## config.mk

```make
export PLATFORM = sky130hd
export DESIGN_NAME = ps2_rx_flat
export DESIGN_NICKNAME = d
export VERILOG_FILES = /design/src/rtl/ps2_pkg.sv /design/src/rtl/ps2_if.sv /design/src/rtl/ps2_filter.sv /design/src/rtl/ps2_rx.sv /design/src/flat_wrapper.sv
export SDC_FILE = /design/constraint.sdc
export NUM_CORES = 1
export LEC_CHECK = 0
export CAP_MARGIN = 20
export CELL_PAD_IN_SITES_DETAIL_PLACEMENT = 2
export CELL_PAD_IN_SITES_GLOBAL_PLACEMENT = 2
export CORE_MARGIN = 2
export CORE_UTILIZATION = 38
export CTS_CLUSTER_DIAMETER = 100
export DETAILED_ROUTE_END_ITERATION = 8
export GPL_TIMING_DRIVEN = 0
export PLACE_DENSITY = 0.78
export RECOVER_POWER = 25
export SYNTH_ARGS = -nofsm -noshare
export SYNTH_HDL_FRONTEND = slang
export SYNTH_SLANG_ARGS = --single-unit
```

## constraint.sdc

```tcl
create_clock -name CLK100MHZ -period 2.55 [get_ports CLK100MHZ]
set_clock_uncertainty 0.1 [all_clocks]
set_input_delay 0.51 -clock CLK100MHZ [delete_from_list [all_inputs] [get_ports CLK100MHZ]]
set_output_delay 0.51 -clock CLK100MHZ [all_outputs]
set_load 0.05 [all_outputs]
```

## src/rtl/ps2_pkg.sv

```systemverilog
// Shared types and constants for the PS/2 keyboard receiver.
package ps2_pkg;

  typedef enum logic [1:0] {
    IDLE,
    DATA,
    PARITY,
    STOP
  } ps2_state_e;

  localparam logic [7:0] PS2_EXT = 8'hE0;
  localparam logic [7:0] PS2_BRK = 8'hF0;

  localparam logic [1:0] ERR_NONE    = 2'd0;
  localparam logic [1:0] ERR_PARITY  = 2'd1;
  localparam logic [1:0] ERR_FRAME   = 2'd2;
  localparam logic [1:0] ERR_TIMEOUT = 2'd3;

  // Odd parity holds when the eight data bits plus the parity bit XOR to 1.
  function automatic logic parity_ok(input logic [7:0] data, input logic par);
    return ^{data, par};
  endfunction

endpackage

```

## src/rtl/ps2_if.sv

```systemverilog
// PS/2 pins plus the decoded byte/key-event outputs of the receiver.
interface ps2_if;

  logic       ps2_clk;
  logic       ps2_data;
  logic [7:0] raw_code;
  logic       raw_valid;
  logic [7:0] key_code;
  logic       key_ext;
  logic       key_break;
  logic       key_valid;
  logic       err;
  logic [1:0] err_code;
  logic       busy;

  // master drives the pins and consumes events; slave is the receiver.
  modport master (
    output ps2_clk, ps2_data,
    input  raw_code, raw_valid, key_code, key_ext, key_break, key_valid,
    input  err, err_code, busy
  );

  modport slave (
    input  ps2_clk, ps2_data,
    output raw_code, raw_valid, key_code, key_ext, key_break, key_valid,
    output err, err_code, busy
  );

endinterface

```

## src/rtl/ps2_filter.sv

```systemverilog
// Two-flop synchronizer followed by a stability filter for one PS/2 pin.
module ps2_filter #(
  parameter int FILTER_LEN = 8
) (
  input  logic clk,
  input  logic rst_n,
  input  logic pin,
  output logic filt
);

  localparam int CNT_W = (FILTER_LEN > 1) ? $clog2(FILTER_LEN) : 1;
  localparam logic [CNT_W-1:0] CNT_LAST = CNT_W'(FILTER_LEN - 1);

  logic             sync1_q, sync1_d;
  logic             sync2_q, sync2_d;
  logic             filt_q,  filt_d;
  logic [CNT_W-1:0] cnt_q,   cnt_d;

  // The counter tracks how long the synchronized value has disagreed with
  // the filtered one; any return to agreement restarts it.
  always_comb begin
    sync1_d = pin;
    sync2_d = sync1_q;
    filt_d  = filt_q;
    cnt_d   = '0;
    if (sync2_q != filt_q) begin
      if (cnt_q == CNT_LAST) begin
        filt_d = sync2_q;
      end else begin
        cnt_d = cnt_q + CNT_W'(1);
      end
    end
  end

  // Idle PS/2 lines are high, so everything resets to 1 to avoid a false edge.
  always_ff @(posedge clk or negedge rst_n) begin
    if (!rst_n) begin
      sync1_q <= 1'b1;
      sync2_q <= 1'b1;
      filt_q  <= 1'b1;
      cnt_q   <= '0;
    end else begin
      sync1_q <= sync1_d;
      sync2_q <= sync2_d;
      filt_q  <= filt_d;
      cnt_q   <= cnt_d;
    end
  end

  assign filt = filt_q;

endmodule

```

## src/rtl/ps2_rx.sv

```systemverilog
// Host-side PS/2 receiver: decodes keyboard frames into bytes and key events
// (E0 extended / F0 break prefixes folded into the following scancode).
module ps2_rx
  import ps2_pkg::*;
#(
  parameter int CLK_HZ     = 100_000_000,
  parameter int FILTER_LEN = 8,
  parameter int TIMEOUT_US = 2000
) (
  input logic  CLK100MHZ,
  input logic  RESETN,
  ps2_if.slave bus
);

  localparam int TO_CYCLES = CLK_HZ / 1_000_000 * TIMEOUT_US;
  localparam int TO_W      = $clog2(TO_CYCLES + 1);
  localparam logic [TO_W-1:0] TO_RELOAD = TO_W'(TO_CYCLES - 1);

  logic clk_filt;
  logic data_filt;

  ps2_filter #(.FILTER_LEN(FILTER_LEN)) u_clk_filt (
    .clk   (CLK100MHZ),
    .rst_n (RESETN),
    .pin   (bus.ps2_clk),
    .filt  (clk_filt)
  );

  ps2_filter #(.FILTER_LEN(FILTER_LEN)) u_data_filt (
    .clk   (CLK100MHZ),
    .rst_n (RESETN),
    .pin   (bus.ps2_data),
    .filt  (data_filt)
  );

  ps2_state_e      state_q,     state_d;
  logic [2:0]      bit_cnt_q,   bit_cnt_d;
  logic [7:0]      shift_q,     shift_d;
  logic            parity_q,    parity_d;
  logic [TO_W-1:0] to_cnt_q,    to_cnt_d;
  logic            clk_prev_q,  clk_prev_d;
  logic            fall_q,      fall_d;
  logic            ext_pend_q,  ext_pend_d;
  logic            brk_pend_q,  brk_pend_d;
  logic [7:0]      raw_code_q,  raw_code_d;
  logic            raw_valid_q, raw_valid_d;
  logic [7:0]      key_code_q,  key_code_d;
  logic            key_ext_q,   key_ext_d;
  logic            key_break_q, key_break_d;
  logic            key_valid_q, key_valid_d;
  logic            err_q,       err_d;
  logic [1:0]      err_code_q,  err_code_d;
  logic            busy_q,      busy_d;

  always_comb begin
    state_d     = state_q;
    bit_cnt_d   = bit_cnt_q;
    shift_d     = shift_q;
    parity_d    = parity_q;
    to_cnt_d    = to_cnt_q;
    ext_pend_d  = ext_pend_q;
    brk_pend_d  = brk_pend_q;
    raw_code_d  = raw_code_q;
    raw_valid_d = 1'b0;
    key_code_d  = key_code_q;
    key_ext_d   = key_ext_q;
    key_break_d = key_break_q;
    key_valid_d = 1'b0;
    err_d       = 1'b0;
    err_code_d  = err_code_q;

    // The edge pulse is registered once more to line the FSM up with
    // the filtered data sample.
    clk_prev_d = clk_filt;
    fall_d     = clk_prev_q & ~clk_filt;

    if (fall_q) begin
      to_cnt_d = TO_RELOAD;
    end else if (state_q != IDLE && to_cnt_q != '0) begin
      to_cnt_d = to_cnt_q - TO_W'(1);
    end

    if (fall_q) begin
      unique case (state_q)
        IDLE: begin
          if (!data_filt) begin
            state_d   = DATA;
            bit_cnt_d = 3'd0;
          end
        end
        DATA: begin
          shift_d   = {data_filt, shift_q[7:1]};
          bit_cnt_d = bit_cnt_q + 3'd1;
          if (bit_cnt_q == 3'd7) begin
            state_d = PARITY;
          end
        end
        PARITY: begin
          parity_d = data_filt;
          state_d  = STOP;
        end
        STOP: begin
          state_d = IDLE;
          if (!data_filt || !parity_ok(shift_q, parity_q)) begin
            err_d      = 1'b1;
            err_code_d = !data_filt ? ERR_FRAME : ERR_PARITY;
            ext_pend_d = 1'b0;
            brk_pend_d = 1'b0;
          end else begin
            raw_code_d  = shift_q;
            raw_valid_d = 1'b1;
            if (shift_q == PS2_EXT) begin
              ext_pend_d = 1'b1;
            end else if (shift_q == PS2_BRK) begin
              brk_pend_d = 1'b1;
            end else begin
              key_code_d  = shift_q;
              key_ext_d   = ext_pend_q;
              key_break_d = brk_pend_q;
              key_valid_d = 1'b1;
              ext_pend_d  = 1'b0;
              brk_pend_d  = 1'b0;
            end
          end
        end
        default: state_d = IDLE;
      endcase
    end else if (state_q != IDLE && to_cnt_q == '0) begin
      state_d    = IDLE;
      err_d      = 1'b1;
      err_code_d = ERR_TIMEOUT;
      ext_pend_d = 1'b0;
      brk_pend_d = 1'b0;
    end

    busy_d = (state_d != IDLE);
  end

  always_ff @(posedge CLK100MHZ or negedge RESETN) begin
    if (!RESETN) begin
      state_q     <= IDLE;
      bit_cnt_q   <= '0;
      shift_q     <= '0;
      parity_q    <= 1'b0;
      to_cnt_q    <= '0;
      clk_prev_q  <= 1'b1;
      fall_q      <= 1'b0;
      ext_pend_q  <= 1'b0;
      brk_pend_q  <= 1'b0;
      raw_code_q  <= '0;
      raw_valid_q <= 1'b0;
      key_code_q  <= '0;
      key_ext_q   <= 1'b0;
      key_break_q <= 1'b0;
      key_valid_q <= 1'b0;
      err_q       <= 1'b0;
      err_code_q  <= ERR_NONE;
      busy_q      <= 1'b0;
    end else begin
      state_q     <= state_d;
      bit_cnt_q   <= bit_cnt_d;
      shift_q     <= shift_d;
      parity_q    <= parity_d;
      to_cnt_q    <= to_cnt_d;
      clk_prev_q  <= clk_prev_d;
      fall_q      <= fall_d;
      ext_pend_q  <= ext_pend_d;
      brk_pend_q  <= brk_pend_d;
      raw_code_q  <= raw_code_d;
      raw_valid_q <= raw_valid_d;
      key_code_q  <= key_code_d;
      key_ext_q   <= key_ext_d;
      key_break_q <= key_break_d;
      key_valid_q <= key_valid_d;
      err_q       <= err_d;
      err_code_q  <= err_code_d;
      busy_q      <= busy_d;
    end
  end

  assign bus.raw_code  = raw_code_q;
  assign bus.raw_valid = raw_valid_q;
  assign bus.key_code  = key_code_q;
  assign bus.key_ext   = key_ext_q;
  assign bus.key_break = key_break_q;
  assign bus.key_valid = key_valid_q;
  assign bus.err       = err_q;
  assign bus.err_code  = err_code_q;
  assign bus.busy      = busy_q;

endmodule

```

## src/flat_wrapper.sv

```systemverilog
// flat-port wrapper written by rule: the top's interface ports become plain ports
module ps2_rx_flat import ps2_pkg::*;
#(
  parameter int CLK_HZ     = 100_000_000,
  parameter int FILTER_LEN = 8,
  parameter int TIMEOUT_US = 2000
)
  (CLK100MHZ, RESETN, bus_ps2_clk, bus_ps2_data, bus_raw_code, bus_raw_valid, bus_key_code, bus_key_ext, bus_key_break, bus_key_valid, bus_err, bus_err_code, bus_busy);
  ps2_if bus_i ();
  input logic CLK100MHZ;
  input logic RESETN;
  input wire logic [$bits(bus_i.ps2_clk)-1:0] bus_ps2_clk;
  input wire logic [$bits(bus_i.ps2_data)-1:0] bus_ps2_data;
  output wire logic [$bits(bus_i.raw_code)-1:0] bus_raw_code;
  output wire logic [$bits(bus_i.raw_valid)-1:0] bus_raw_valid;
  output wire logic [$bits(bus_i.key_code)-1:0] bus_key_code;
  output wire logic [$bits(bus_i.key_ext)-1:0] bus_key_ext;
  output wire logic [$bits(bus_i.key_break)-1:0] bus_key_break;
  output wire logic [$bits(bus_i.key_valid)-1:0] bus_key_valid;
  output wire logic [$bits(bus_i.err)-1:0] bus_err;
  output wire logic [$bits(bus_i.err_code)-1:0] bus_err_code;
  output wire logic [$bits(bus_i.busy)-1:0] bus_busy;
  assign bus_i.ps2_clk = bus_ps2_clk;
  assign bus_i.ps2_data = bus_ps2_data;
  assign bus_raw_code = bus_i.raw_code;
  assign bus_raw_valid = bus_i.raw_valid;
  assign bus_key_code = bus_i.key_code;
  assign bus_key_ext = bus_i.key_ext;
  assign bus_key_break = bus_i.key_break;
  assign bus_key_valid = bus_i.key_valid;
  assign bus_err = bus_i.err;
  assign bus_err_code = bus_i.err_code;
  assign bus_busy = bus_i.busy;
  ps2_rx #(.CLK_HZ(CLK_HZ), .FILTER_LEN(FILTER_LEN), .TIMEOUT_US(TIMEOUT_US)) u_core (.CLK100MHZ(CLK100MHZ), .RESETN(RESETN), .bus(bus_i));
endmodule
```

==> flow_summary.ini, run 1 <==
[status]
status = finished with violations
violations = capacitance limit, slew limit

[floorplanning]
io_pins = 28
rows = 33
die_w_um = 95.92
dieArea_um2 = 9200
die_h_um = 95.92
start_util_pct = 39.07
core_area_um2 = 8217

[power]
power_density_nw_per_um2 = 901.0
peakVddDrop_uv = 425.9
p_leak_nw = 1.693

[clock_network]
cts_buffers = 9
tritoncts = yes
path_clk_slew_ns = 0.08
clockBufferDepth = 2
htreeDepth = 3
cts_hold_buf = 0
cts.sinks = 72
cts_root_buf = clkbuf_8
clock_latency_ns = 0.34

[timing]
fin_ws_ns = 0.1264
max_slew_margin_pct = -30.67
min_period_over_period_pct = 95.04
tightest_slew_ns = 1.960
fmax_ghz = 0.4126
rsz0062_at_grt = false
setup_viol_count_final = 0
min_period_ns = 2.424
slew_viol_final = 36
hold_violations = 0

[drt]
viasPerCell = 5.278
wl_met2_mm = 3.674
drt-initial-drc-count = 67
wl_per_cell_um = 17.36
antenna_left = 0
vias = 2259
finalWirelength_mm = 7.428
drc_errors = 0
wl_met3_um = 135
drt_pass1_iterations = 6
wl_met1_mm = 3.531
top_layer_used = met4

[global_routing]
grtUsageTotal_pct = 17.96
gr-total-overflow = 0
grt_max_degree = 38
antenna_found_initial = 0
grt_pass1_wl_mm = 12.59
grt_pass1_vias = 2558

[synth]
synth_compound_area_share_pct = 12.16
synth_top_family_by_area = simple AND/OR/NAND/NOR gates
yosysUniqueCellTypes = 54
synth_fa_ha_area_share_pct = 2.728
ys_ff_latch = 72
synth_top_flop_cell = dfrtp_1
synth_nets = 287
synth_top_area_cell = dfrtp_1
syn_inst = 276
syn_area_um2 = 3211
synth_top_area_share_pct = 50.66
synthSimpleGateAreaFrac_pct = 14.42
synth_edf_count = 0
ys_async_sr_fraction_pct = 100.0
synth_sequential_area_ratio_pct = 56.39
yosys.area_share.xor_xnor_pct = 5.807
yosysWarnings = 0
synthMuxAreaShare_pct = 5.534
synth_area_leaders = dfrtp_1 (51%), dfstp_2 (5.7%), xor2_1 (3.3%)
synth.avg_cell_area_um2 = 11.63

[cells_and_area]
areaGrowthSynthToFinish_pct = 20.19
num_antenna_cells = 0
final_cell_mix = dfrtp_1 (64), nand2_1 (27), clkdlybuf4s50_1 (24)
stdcell_count = 428
layout.nets = 329
layout_commonest_cell = dfrtp_1
final_util_pct = 46.96
layout-drive-gt1-share_pct = 16.41

[place]
io_buffers = 27
numPlacedInstances = 410
pre_cts_slack_ns = 0.06814
gp_congestion = 0.7331
dp_hpwl_mm = 5.001

[worst_hold_path]
hold_depth = 0
hold_class = reg2reg
min_to = u_core.u_clk_filt.sync2_q
hold_start = u_core.u_clk_filt.sync1_q

[critical_path]
cp-start-kind = flop
cp-end-kind = flop
arrival_ns = 2.52
reg2reg_from = u_core.to_cnt_q[9]
reg2reg_to = u_core.to_cnt_q[2]
worst_ep_required_time_ns = 2.64
reg2reg_depth = 7
reg2reg_slack_ns = 0.13
crit_type = reg2reg
cp_max_fo = 10

[run]
drv_cap = 1
==> Yosys cell counts, types with 2 or more instances <==
cell	count
nor3b_1	2
nor2_1	18
a22o_1	3
nor2b_1	5
xnor2_1	4
dfstp_2	7
o21a_1	2
a21oi_1	3
buf_2	4
o22a_1	3
o21ai_1	11
o21ai_0	13
xor2_1	12
mux2_2	8
nand3_1	5
and2_1	3
o211ai_2	2
inv_1	11
clkbuf_1	6
nand2_1	27
o22ai_1	2
nor3_1	4
nor4_1	3
or4_1	6
mux2_1	4
ha_1	7
mux2i_1	2
nor3_2	2
nand4b_1	2
or3_1	3
o211ai_1	2
o31ai_1	3
dfrtp_1	65
a32o_1	2
==> through the flow <==
| step | cell area (um^2) | hold slack [ns] | power [mW] | setup TNS, ns |
|---|---|---|---|---|
| finish | 3859 | 0.2556 | 3.477 | 0 |
| global route | 3859 | 0.2631 | 3.719 | 0 |
| CTS | 3832 | 0.02679 | 3.495 | 0 |
| detailed placement | 3635 | 0.2478 | 2.555 | 0 |
| global placement | 3612 | 0.2466 | 2.476 | -115.33 |
| floorplan | 3211 | 0.1144 | 2.237 | 0 |
==> worst max-delay path, stage by stage (launching register included) <==
cell and delay [ns]:
dfrtp_2 0.45, or4_1 0.52, buf_2 0.18, or3b_4 0.44, buf_6 0.18, o221ai_2 0.16
xor2_1 0.18, nand2_1 0.07
==> registers in the layout, summed over array words and instances (netlist names), 2 cells and up <==
signal,count
u_core.u_data_filt.cnt_q,3
u_core.shift_q,8
u_core.to_cnt_q,18
u_core.state_q,2
u_core.bus.raw_code,8
u_core.bus.err_code,2
u_core.bit_cnt_q,3
u_core.u_clk_filt.cnt_q,3
u_core.bus.key_code,8
==> layout make-up <==
| class | count | area, um^2 |
|---|---|---|
| sequential | 72 | 1812 |
| clock inverter | 5 | 56.30 |
| multi-input combinational | 183 | 1324 |
| inverter | 11 | 41.29 |
| buffer | 11 | 56.30 |
| clock buffer | 11 | 141.4 |
| tap | 105 | 131.4 |
| fill | 861 | 4358 |
| timing repair buffer | 30 | 296.5 |
==> power breakdown <==
group / internal (mW) / total [mW] / leakage (nW) / switching (mW)
clock: 0.478 / 0.914 / 0.0993 / 0.436
sequential: 1.41 / 1.65 / 0.929 / 0.243
combinational: 0.365 / 0.908 / 0.664 / 0.543
total: 2.25 / 3.48 / 1.69 / 1.22
==> repair_timing <==
item | in CTS | in global routing
buffers inserted | 0 | 1
setup endpoints to repair | 0 | 7
resized for setup | 0 | 4
endpoints found under the hold margin | 0 | 0
==> cell families (layout without fill, tap and decap cells) <==
logic type / after synthesis / count (layout)
simple gates: 88 / 88
compound gates: 54 / 55
fa+ha+maj: 7 / 7
xor+xnor: 18 / 18
mux: 15 / 15
buf+inv: 22 / 68
flops: 72 / 72
==> metal layers <==
layer,global-route usage [%],vias up
li1,-,1060
met1,23.06,1174
met2,30.01,19
met3,3.524,6
met4,6.786,0
met5,0,-
==> how the worst max path moves through the flow <==
stage / start / end / slack, ns / cells past startpoint
after global routing: u_core.shift_q[4] / u_core.bus.key_code[4] / 0.006 / 5
after global placement: RESETN / u_core.bus.raw_code[6] / -1.69 / 1
after floorplan: u_core.to_cnt_q[9] / u_core.state_q[0] / 0.34 / 7
after detailed placement: u_core.to_cnt_q[0] / u_core.brk_pend_q / 0.07 / 7
after CTS: u_core.to_cnt_q[0] / u_core.to_cnt_q[8] / 0.04 / 8
final: u_core.to_cnt_q[9] / u_core.to_cnt_q[2] / 0.13 / 7
(Power assumes the default switching activity.)
==> run 2: changes to the inputs <==
GPL_ROUTABILITY_DRIVEN = 0   (was unset)
==> results of run 2 <==
Final layout, timing and power as in run 1 (identical DEF).
==> run 3: changes to the inputs <==
CORE_ASPECT_RATIO = 2   (was unset)
==> run 3 against run 2 <==
The run now ends clean. Combinational power shrank 0.8%. Clock-buffer cell count shrank 1. Final cell count shrank 1.4%. Flip-flop and latch count is the same. Maximum frequency grew 0.11%. Non-clock buffer count grew 1. Sequential power is essentially flat. Die area grew 0.49%. Wire length grew 6.8%.
==> flow_summary.ini, run 3 (same netlist as run 1, synthesis figures left out) <==
[status]
status = finished clean

[critical_path]
cp_max_fo = 10
reg2reg_from = u_core.to_cnt_q[9]
worst_ep_required_time_ns = 2.63
cp-startpoint = u_core.to_cnt_q[9]
reg2reg_slack_ns = 0.13
crit_type = reg2reg
cp-end-kind = flop
arrival_ns = 2.50
cp-start-kind = flop

[cells_and_area]
final_util_pct = 47.99
postLayoutCellArea_um2 = 3951
layout.nets = 330
largest_reg_flops = 18
regMostFlops = u_core.to_cnt_q
areaGrowthSynthToFinish_pct = 23.07
final_cell_mix = dfrtp_1 (65), nand2_1 (27), clkdlybuf4s50_1 (24)
layout-drive-gt1-share_pct = 16.36
layout_commonest_cell = dfrtp_1
num_antenna_cells = 0

[floorplanning]
die_w_um = 69.00
rows = 47
dieArea_um2 = 9245
start_util_pct = 39.00
die_h_um = 134.0
io_pins = 28
core_area_um2 = 8233

[timing]
min_period_ns = 2.421
tightest_slew_ns = 0.9991
min_period_over_period_pct = 94.94
max_slew_margin_pct = 33.39
rsz0062_at_grt = true
hold_violations = 0
fmax_ghz = 0.4131
slew_viol_final = 0
fin_ws_ns = 0.1291
setup_viol_count_final = 0

[global_routing]
grtUsageTotal_pct = 19.64
gr-total-overflow = 0
antenna_found_initial = 0
grt_pass1_wl_mm = 13.17
grt_max_degree = 72
grt_pass1_vias = 2615

[drt]
drt-initial-drc-count = 75
wl_per_cell_um = 18.80
drc_errors = 0
vias = 2275
viasPerCell = 5.391
finalWirelength_mm = 7.932
antenna_left = 0
drt_pass1_iterations = 4

[worst_hold_path]
hold_class = reg2reg
hold_start = u_core.u_clk_filt.sync1_q

[power]
peakVddDrop_uv = 457.9
finalPower_mw = 3.837
power_density_nw_per_um2 = 971.2
p_leak_nw = 1.733

[clock_network]
cts_buffers = 9
tritoncts = yes
path_clk_slew_ns = 0.06
htreeDepth = 3
cts_root_buf = clkbuf_16
clockBufferDepth = 2
clock_latency_ns = 0.33
cts.sinks = 72

[place]
io_buffers = 27
dp_hpwl_mm = 5.510
pre_cts_slack_ns = 0.07754
postPlaceCellArea_um2 = 3633

[run]
drv_cap = 0
==> run 3: changes by cell type in the layout (fill, tap and decap cells not counted), sizes merged <==
cell,change
buf,-1
clkinv,-2
clkinvlp,+2
dlygate4sd3,+1
inv,+1
==> run 3: critical path, cell delays in order, from the launching register on <==
cell,delay [ns]
dfrtp_1,0.43
or4_1,0.52
buf_2,0.17
or3b_4,0.45
buf_6,0.18
o211ai_2,0.15
xor2_1,0.18
nand2_1,0.08
==> run 3: final timing paths <==
| path | depth (start not counted) | to |
|---|---|---|
| worst max-delay path | 7 | u_core.to_cnt_q[17] |
| worst min-delay path | 0 | u_core.u_clk_filt.sync2_q |
| worst max register to register | 7 | u_core.to_cnt_q[17] |
| worst min register to register | 0 | u_core.u_clk_filt.sync2_q |
| max in group asynchronous | 3 | u_core.to_cnt_q[2] |
| min in group asynchronous | 2 | u_core.bus.key_valid |
==> run 3: routing by layer <==
layer | wire length [um] | part of all wire, % | up-vias | GRT usage (%)
met2 | 4652 | 59 | 35 | 35.58
met4 | 258 | 3.3 | 0 | 10.13
li1 | - | - | 1064 | -
met1 | 2877 | 36 | 1160 | 20.51
met5 | 0 | 0 | - | 0
met3 | 143 | 1.8 | 16 | 3.272
==> run 3: power breakdown <==
group | switching [mW] | leakage (nW) | total [mW] | internal [mW]
Combinational | 0.537 | 0.661 | 0.901 | 0.364
Sequential | 0.251 | 0.931 | 1.66 | 1.41
Clock | 0.488 | 0.141 | 1.27 | 0.785
==> run 3: what timing repair did <==
action	in CTS	in global routing
setup buffers	0	1
endpoints found under the hold margin	1	0
endpoints found under the setup margin	0	9
hold buffers	1	0
resized for setup	0	1
==> run 3: cell type report <==
type | count | area [um^2]
buffer | 11 | 53.80
clock buffer | 10 | 239.0
clock inverter | 6 | 66.31
fill | 843 | 4282
inverter | 11 | 41.29
multi-input combinational | 183 | 1324
sequential | 72 | 1810
tap | 98 | 122.6
timing repair buffer | 31 | 294.0
==> run 3: per-stage QoR <==
stage,TNS (ns),cells,hold slack (ns)
2_1_floorplan,0,276,0.1144
3_3_place_gp,-112.16,401,0.2467
3_5_place_dp,0,403,0.2085
4_1_cts,0,420,0.2555
5_1_grt,-0.02793,422,0.2647
6_report,0,422,0.2543
